File: src/rtl/serial_adder_fsm.sv
// Bit-serial ripple adder: one full-adder cell plus a carry flip-flop produce
// one sum bit per clock, LSB first, and then present the full sum and carry-out.
module serial_adder_fsm #(
    parameter int WIDTH = 8
) (
    input  logic             clk,
    input  logic             rst_n,
    input  logic             start_i,
    input  logic [WIDTH-1:0] a_i,
    input  logic [WIDTH-1:0] b_i,
    input  logic             cin_i,
    output logic             busy_o,
    output logic             done_o,
    output logic [WIDTH-1:0] sum_o,
    output logic             cout_o
);

    localparam int CW = (WIDTH > 1) ? $clog2(WIDTH) : 1;
    localparam logic [CW-1:0] LAST_BIT = CW'(WIDTH - 1);

    typedef enum logic [1:0] {
        IDLE = 2'd0,
        RUN  = 2'd1,
        DONE = 2'd2
    } state_e;

    state_e           state_q, state_d;
    logic [WIDTH-1:0] aSh_q, bSh_q, result_q, sum_q;
    logic             carry_q, cout_q;
    logic [CW-1:0]    cnt_q;
    logic             busy_q, busy_d;
    logic             done_q, done_d;

    logic             bitSum, bitCarry, lastBit;
    logic [WIDTH-1:0] resultNext;

    // The single full-adder cell working on the current LSB pair.
    assign bitSum     = aSh_q[0] ^ bSh_q[0] ^ carry_q;
    assign bitCarry   = (aSh_q[0] & bSh_q[0]) | (carry_q & (aSh_q[0] ^ bSh_q[0]));
    assign lastBit    = (cnt_q == LAST_BIT);
    assign resultNext = (result_q >> 1) | {bitSum, {(WIDTH-1){1'b0}}};

    always_ff @(posedge clk or negedge rst_n) begin
        if (!rst_n) begin
            state_q <= IDLE;
        end else begin
            state_q <= state_d;
        end
    end

    always_comb begin
        state_d = state_q;
        case (state_q)
            IDLE:    if (start_i) state_d = RUN;
            RUN:     if (lastBit) state_d = DONE;
            DONE:    state_d = IDLE;
            default: state_d = IDLE;
        endcase
    end

    // busy/done are decoded from the next state and then registered, so the
    // outputs never see a combinational path from start_i.
    always_comb begin
        busy_d = (state_d != IDLE);
        done_d = (state_d == DONE);
    end

    always_ff @(posedge clk or negedge rst_n) begin
        if (!rst_n) begin
            busy_q <= 1'b0;
            done_q <= 1'b0;
        end else begin
            busy_q <= busy_d;
            done_q <= done_d;
        end
    end

    always_ff @(posedge clk or negedge rst_n) begin
        if (!rst_n) begin
            aSh_q    <= '0;
            bSh_q    <= '0;
            result_q <= '0;
            carry_q  <= 1'b0;
            cnt_q    <= '0;
            sum_q    <= '0;
            cout_q   <= 1'b0;
        end else begin
            case (state_q)
                IDLE: begin
                    if (start_i) begin
                        aSh_q   <= a_i;
                        bSh_q   <= b_i;
                        carry_q <= cin_i;
                        cnt_q   <= '0;
                    end
                end
                RUN: begin
                    aSh_q    <= aSh_q >> 1;
                    bSh_q    <= bSh_q >> 1;
                    result_q <= resultNext;
                    carry_q  <= bitCarry;
                    cnt_q    <= cnt_q + CW'(1);
                    // Visible sum/cout only change on the completing edge.
                    if (lastBit) begin
                        sum_q  <= resultNext;
                        cout_q <= bitCarry;
                    end
                end
                default: ;
            endcase
        end
    end

    assign busy_o = busy_q;
    assign done_o = done_q;
    assign sum_o  = sum_q;
    assign cout_o = cout_q;

endmodule

File: config.mk
export PLATFORM = sky130hd
export DESIGN_NAME = serial_adder_fsm
export DESIGN_NICKNAME = d
export VERILOG_FILES = /design/src/rtl/serial_adder_fsm.sv
export SDC_FILE = /design/constraint.sdc
export NUM_CORES = 1
export LEC_CHECK = 0
export CAP_MARGIN = 20
export CORE_AREA = 2 2 62 64
export CTS_CLUSTER_SIZE = 20
export DETAILED_ROUTE_END_ITERATION = 8
export DIE_AREA = 0 0 64 66
export PLACE_DENSITY = 0.82
export SYNTH_ARGS = -nofsm -noshare
export SYNTH_HDL_FRONTEND = slang
export SYNTH_SLANG_ARGS = --single-unit
File: constraint.sdc
create_clock -name clk -period 1.9 [get_ports clk]
set_input_delay 0.285 -clock clk [delete_from_list [all_inputs] [get_ports clk]]
set_output_delay 0.285 -clock clk [all_outputs]
set_load 0.01 [all_outputs]
**Word level (Yosys, flattened, before mapping)**

Cells that the tools add are included.

- Bitwise logic cells: 6
- Add/sub/neg operators: 1
- Eq/ne operators: 4
- Muxes and demuxes: 11
- Reductions and logical operators: 5

Operator list:

| operator | number |
|---|---|
| $pmux 8 s2 | 2 |
| $mux 8 | 2 |
| $or 7x8->8 | 1 |
| $pmux 3 s2 | 1 |
| $mux 2 | 2 |
| $pmux 2 s2 | 1 |
| $reduce_and 2->1 | 2 |
| $reduce_bool 2->1 | 2 |
| $add 3x1->3 const B | 1 |
| $eq 3x3->1 const B | 1 |
| $mux 3 | 1 |
| $and 1x1->1 | 2 |
| $eq 2x1->1 const B | 1 |
| $eq 2x2->1 const B | 1 |
| $logic_not 2->1 | 1 |
| $ne 2x2->1 const B | 1 |
| $pmux 1 s2 | 1 |
| $xor 1x1->1 | 2 |
| $mux 1 | 1 |
| $or 1x1->1 | 1 |

- Word-level logic and storage cells: 37
- Bits of input ports: 20
- Register bits after elaboration: 41

**Logic depth before layout (Yosys ltp)**

Gate-level depths: netlist of run 1.

- Depth in word-level cells: 4
- Depth in mapped cells: 5

**Worst setup path after synthesis of run 1**

OpenSTA, ideal clock, no wires.

- Path type: register -> register
- Start point: register cnt_q[0]
- End point: register cout_q, in the netlist cout_o
- Cell stages (with the launch flop): 6
- Library setup time: 0.125 ns
- Path buffers: 1
- Path slack: 0.507 ns
- Required time: 1.775 ns
- Arrival: 1.268 ns
- Cell sequence: dfrtp_1 ha_1 ha_1 nand2_2 buf_6 mux2_4

- Word-level cells in the longest chain between the ends: 2

RTL lines:

| element | line | RTL |
|---|---|---|
| from (decl) | 30 | `logic [CW-1:0] cnt_q;` |
| from (signal assigned) | 102 | `cnt_q <= cnt_q + CW'(1);` |
| $eq 3x3->1 | 40 | `assign lastBit = (cnt_q == LAST_BIT);` |
| $reduce_and 2->1 (no source line) | -- |  |
| to (signal assigned) | 106 | `cout_q <= bitCarry;` |
| to (decl) | 29 | `logic carry_q, cout_q;` |

No other way between the ends.
A chain may end at the register's enable or synchronous reset.

**Final worst setup path of run 1**

- Start point: register sum_q[0], in the netlist sum_o[0]
- End point: output port sum_o[0]

RTL lines:

| element | line | RTL |
|---|---|---|
| from (decl) | 28 | `logic [WIDTH-1:0] aSh_q, bSh_q, result_q, sum_q;` |
| from (signal assigned) | 105 | `sum_q <= resultNext;` |
| to (decl) | 14 | `output logic [WIDTH-1:0] sum_o,` |

No word-level cell between the ends.

==> results of run 1 <==
## power by group through the flow
stage	clock network, mW	registers (mW)	logic (mW)
after floorplan	0	1.51	0.864
final	0.568	1.54	1.34
after CTS	0.577	1.53	1.36
after global routing	0.615	1.59	1.51
after global placement	0	1.52	1.28
after detailed placement	0	1.55	1.35
## metrics by stage
stage	power, mW	std cells	setup slack (ns)	util
2_1_floorplan	2.38	148	0.507	-
3_3_place_gp	2.81	225	0.283	0.581
3_5_place_dp	2.90	225	0.160	0.581
4_1_cts	3.46	234	0.298	0.606
5_1_grt	3.71	234	0.188	0.606
6_report	3.44	234	0.312	0.606
## synth_stat cells (2+ instances only)
master	instances	share of area
dfrtp_1	40	0.59
nand2_1	24	0.053
o22ai_1	22	0.081
a21oi_1	9	0.026
mux2_4	8	0.071
buf_2	5	0.015
nor2_1	5	0.011
o21ai_0	5	0.015
inv_1	4	0.0088
o32ai_1	4	0.021
nand2b_1	3	0.011
a22o_1	2	0.010
a2bb2oi_1	2	0.010
ha_1	2	0.015
nor2b_1	2	0.0073
## state kept, by name, summed over array words and instances, names as in the netlist
signal,count
done_o,1
state_q,2
aSh_q,8
cout_o,1
carry_q,1
cnt_q,3
result_q,7
busy_o,1
sum_o,8
bSh_q,8
## tightest hold or removal path: cells and delay by family
kind                   cells  cell delay, ns
AOI/OAI and AO/OA          1            0.06
buffers and inverters      1            0.39
and+or+nand+nor            1            0.06
## worst paths after layout
check                                 from          to  slack (ns)  cells after the start
worst max register to register  state_q[0]    sum_o[3]        0.31                      3
worst max-delay path              sum_o[0]    sum_o[0]        0.31                      1
min in group asynchronous            rst_n  state_q[0]        0.50                      3
worst min register to register    bSh_q[7]    bSh_q[7]        0.52                      2
worst min-delay path                a_i[7]    aSh_q[7]        0.48                      3
max in group asynchronous            rst_n    bSh_q[7]        1.06                      3
## final cells by class
type / count / area [um2]
Sequential cell: 40 / 1000
Tap cell: 48 / 60.1
Timing Repair Buffer: 38 / 358
Multi-Input combinational cell: 95 / 636
Fill cell: 290 / 1400
Inverter: 5 / 18.8
Clock buffer: 5 / 37.5
Clock inverter: 3 / 42.5
## logic make-up (layout without fill, tap and decap cells)
logic type      Yosys count  count (layout)  synth area share
compound gates           46              46             0.174
flops                    40              40             0.588
simple gates             37              37            0.0955
buf+inv                  13              51            0.0389
mux                       9               9            0.0772
fa+ha+maj                 3               3            0.0264
## metal layers
layer / up-vias / GRT usage
met5: - / 0
met4: 0 / 0.0897
met3: 5 / 0.0443
met2: 32 / 0.303
met1: 619 / 0.244
li1: 610 / -
## placed cells by master, fill, tap and decap left out, types with 2 or more instances in the layout
cell,count
clkdlybuf4s50_1,29
o32ai_1,4
nor2b_1,2
nand2_1,24
o22ai_1,22
buf_4,7
clkbuf_4,5
a21oi_1,9
mux2_4,8
dfrtp_1,40
inv_1,4
a2bb2oi_1,2
a22o_1,2
nand2b_1,3
o21ai_0,5
ha_1,2
nor2_1,5
==> run summary, run 1 <==
Cells after synthesis - 148
#FFs+latches synth - 40
Final wirelength - 3420 um
Async SR Flop Fraction - 1.00
CP Cell Sequence - clkdlybuf4s50_1
Nets - 208
CTS tree - done
WL/cell - 14.6 um
Number of diodes - 0
Tmin final - 1.59 ns
DR vias/cell - 5.41
Top_reg_cell synth - dfrtp_1
Full die area - 4220 um2
Initial antenna violation count - 0
P&R area growth vs syn - 26.5%
CP Buf/Inv Count - 1
CTS resizes - 0
Unrepaired setup endpoints after global routing - false
Clk sinks - 40
Switching power - 1.19 mW
Mapped cell area - 1700 um2
First drt pass iteration count - 4
Detailed Place HPWL - 2370 um
Pleak - 0.979 nW
Slew @ Worst Pin - 0.484 ns
Tcrit/Tclk final - 0.836
CP arrival - 1.30 ns
Max-cap violations - 0
Worst Hold Class - input pin to flop
TNS Setup - 0 ns
Status - finished, final reports clean
Initial Utilization - 0.480
Setup violators final - 0
Pwr per Cell Area - 1600 nW/um2
CP top delay family - buffers and inverters
Post-CTS setup buffer count - 0
Share of cells above drive strength 1 - 0.151
I/O pin cnt - 31
Largest net degree at the start of global routing - 41
Skew final - 0.0139 ns
Final Hold Fails - 0
Core area - 3550 um2
H-Tree Depth - 2
Max Clock Freq - 630 MHz
Post-Synthesis Net Count - 171
WL met1 - 1510 um
Met3 WL post-DR - 133 um
Comb pwr share - 0.389
Root Driver - clkbuf_4
Post-DP Area - 2060 um2
First DRT Iteration DRCs - 93
CP Launch Type - flop
Post-synthesis cell type count - 26
Row cnt - 22
Die Wd - 64 um
Hold buffers post-CTS - 1
# DRC - 0
Tot GR Track Use - 0.190
Cts bufs inserted - 5
Crit Path Class - flop to primary output
Kind of end point of the critical path - primary output
Placer congestion estimate - 0.790
Internal power - 2.25 mW
Seq/Total Area, Yosys - 0.588
Die height - 66 um
Post-route ant nets - 0
Via count - 1266
Sequential group share of total power - 0.446
EDFF count, synth - 0
Metal2 WL - 1710 um
DR top layer - met4
Max Slew Vio Count - 0
Clk pwr share - 0.165
CP max-delay cell - clkdlybuf4s50_1
Peak supply drop - 0.501 mV
CP max FO - 2
First-pass GRT wire length - 6030 um
Vias in the first global route - 1263
Switch share - 0.345
Clock latency on the worst-skew pair - 0.36 ns
Clock buffer depth - 2
GRT Residual Overflow - 0
Headroom to the max-slew limit - 0.677
Buffers added on ports - 30
Worst endpoint required time - 1.62 ns
WHS - 0.478 ns
Synthesized area per cell - 11.5 um2
Worst stage delay on the critical path - 0.56 ns
Worst-path clk slew - 0.13 ns
Finished Cell Area - 2150 um2
Synth Warn # - 0
Power figures use the tool's default switching activity.
==> run 2, diff against run 1 <==
- CORE_AREA: 2 2 62 64 -> 2 2 64 66
- DIE_AREA: 0 0 64 66 -> 0 0 66 68
- PLACE_DENSITY: 0.82 -> 0.81
- clock period: 1.9 -> 1.4 ns (I/O delays scaled with it)
==> run summary, run 2 (synthesis results as in run 1) <==
Status - finished, violations left
Failing checks - setup timing
# DRC - 0 (unchanged)
CP arrival - 1.59 ns (+0.29 ns)
CP Launch Type - flop
Buffers added on ports - 30 (unchanged)
Slew @ Worst Pin - 0.387 ns (-0.0967 ns)
Peak supply drop - 0.961 mV (+92%)
Finished Cell Area - 2400 um2 (+12%)
Share of cells above drive strength 1 - 0.254 (+0.103)
Worst endpoint required time - 1.59 ns (-0.03 ns)
CP Cell Sequence - ha_2 -> ha_4 -> nand2_4 -> clkbuf_16 -> mux2_4
Initial antenna violation count - 0 (unchanged)
Full die area - 4490 um2 (+6.3%)
Die height - 68 um (+3.0%)
WL/cell - 16.1 um (+9.8%)
Post-route setup slack - -0.00852 ns (-0.320 ns)
Headroom to the max-slew limit - 0.742 (+0.0644)
Clock latency on the worst-skew pair - 0.30 ns (-0.06 ns)
Leading cell types in the layout, fill and taps excluded - dfrtp_1 (39), nand2_1 (24), o22ai_1 (21)
Tmin final - 1.41 ns
Pleak - 1.17 nW (+20%)
Worst Hold Class - input pin to asynchronous set/reset pin
Worst-path clk slew - 0.08 ns (-0.05 ns)
CTS tree - done
Largest net degree at the start of global routing - 26 (-37%)
P&R area growth vs syn - 41.2%
WHS - 0.361 ns (-0.117 ns)
Worst Setup SP - cnt_q[1]
Row cnt - 23 (+4.5%)
Initial Utilization - 0.442 (-0.0380)
Nets - 223 (+7.2%)
Post-route ant nets - 0 (unchanged)
Clk sinks - 40 (unchanged)
Final wirelength - 4030 um (+18%)
Worst stage delay on the critical path - 0.40 ns (-0.16 ns)
Skew final - 0.00628 ns (-0.00757 ns)
Cts bufs inserted - 5 (unchanged)
FF-to-FF Start - cnt_q[1]
First drt pass iteration count - 4 (unchanged)
Core area - 3860 um2 (+8.6%)
H-Tree Depth - 2 (unchanged)
Max Slew Vio Count - 0 (unchanged)
# fillers - 314 (+8.3%)
Max Clock Freq - 710 MHz
GRT Residual Overflow - 0 (unchanged)
CP max-delay cell - dfrtp_1
Setup violators final - 3 (+3)
Root Driver - clkbuf_8
DR vias/cell - 5.49 (+1.5%)
Kind of end point of the critical path - flop
Post-DP Area - 2170 um2 (+5.0%)
Tot GR Track Use - 0.189 (-0.000707)
Detailed Place HPWL - 2640 um (+11%)
Pwr per Cell Area - 2180 nW/um2 (+36%)
Die Wd - 66 um (+3.1%)
Number of diodes - 0 (unchanged)
Final Hold Fails - 0 (unchanged)
First DRT Iteration DRCs - 137 (+47%)
Clock buffer depth - 2 (unchanged)
Via count - 1379 (+8.9%)
Crit Path Class - flop to flop
Core Util, Final - 0.624 (+0.0172)
I/O pin cnt - 31 (unchanged)
Unrepaired setup endpoints after global routing - true
Placer congestion estimate - 0.776 (-1.8%)
CP max FO - 4 (+2)
First-pass GRT wire length - 6300 um (+4.5%)
Most common cell after layout, fill and taps aside - dfrtp_1
Vias in the first global route - 1354 (+7.2%)
Max-cap violations - 0 (unchanged)
Tcrit/Tclk final - 1.01
==> run 2: cell types whose count changed in the layout (fill, tap and decap cells not counted), sizes merged <==
cell           previous run  this run
clkinvlp                  1         0
dlymetal6s2s              0         4
buf                       8        22
clkbuf                    5         7
clkdlybuf4s50            29        19
dlygate4sd2               0         6
==> run 2: worst max-delay path, delay by kind of cell (launching register included) <==
family,cells,cell delay (ns)
adders and majority gates,2,0.37
DFF,1,0.40
and+or+nand+nor,1,0.10
buffers and inverters,1,0.15
muxes,1,0.29
==> run 2: path summary, 6_finish.rpt <==
check                           slack (ns)       end  cells after the start
worst max-delay path                -0.009  sum_o[7]                      5
worst min-delay path                  0.36  cnt_q[1]                      2
worst max register to register      -0.009  sum_o[7]                      5
worst min register to register        0.51  sum_o[3]                      1
max in group asynchronous             0.58  sum_o[5]                      3
min in group clk                      0.47  bSh_q[7]                      3
==> run 2: timing repair <==
action	4_1_cts	5_1_grt
pin swaps	0	1
hold endpoints to repair	15	0
setup endpoints to repair	14	17
gates resized for setup	8	14
buffers inserted	1	3
cloned	0	1
hold buffers	1	0
==> run 2: power by group <==
group | internal, mW | switching [mW]
Sequential | 1.69 | 0.389
Clock | 0.583 | 0.419
Combinational | 1.20 | 0.964
==> run 2: through the flow <==
stage               std cells  setup slack, ns  TNS, ns  total power, mW
detailed placement        237           -0.136    -1.48             4.09
finish                    251         -0.00852  -0.0220             5.24
floorplan                 148          0.00709        0             3.22
global placement          237          -0.0876   -0.931             3.97
global route              251          -0.0620   -0.324             5.59
CTS                       247          0.00298        0             5.04
==> run 2: layout make-up <==
type                       count  area (um2)  share of cell area
inverter                       5        18.8             0.00780
multi-input combinational     95         681               0.283
tap                           50        62.6              0.0260
sequential                    40        1000               0.417
clock buffer                   6        82.6              0.0343
clock inverter                 2        38.8              0.0161
timing repair buffer          53         519               0.216
==> run 2: per-layer routing <==
metal / track usage / vias up / share of wire
met5: 0 / - / 0
met4: 0.0765 / 0 / 0.022
met3: 0.0444 / 9 / 0.028
met2: 0.317 / 31 / 0.52
met1: 0.238 / 705 / 0.43
li1: - / 634 / -
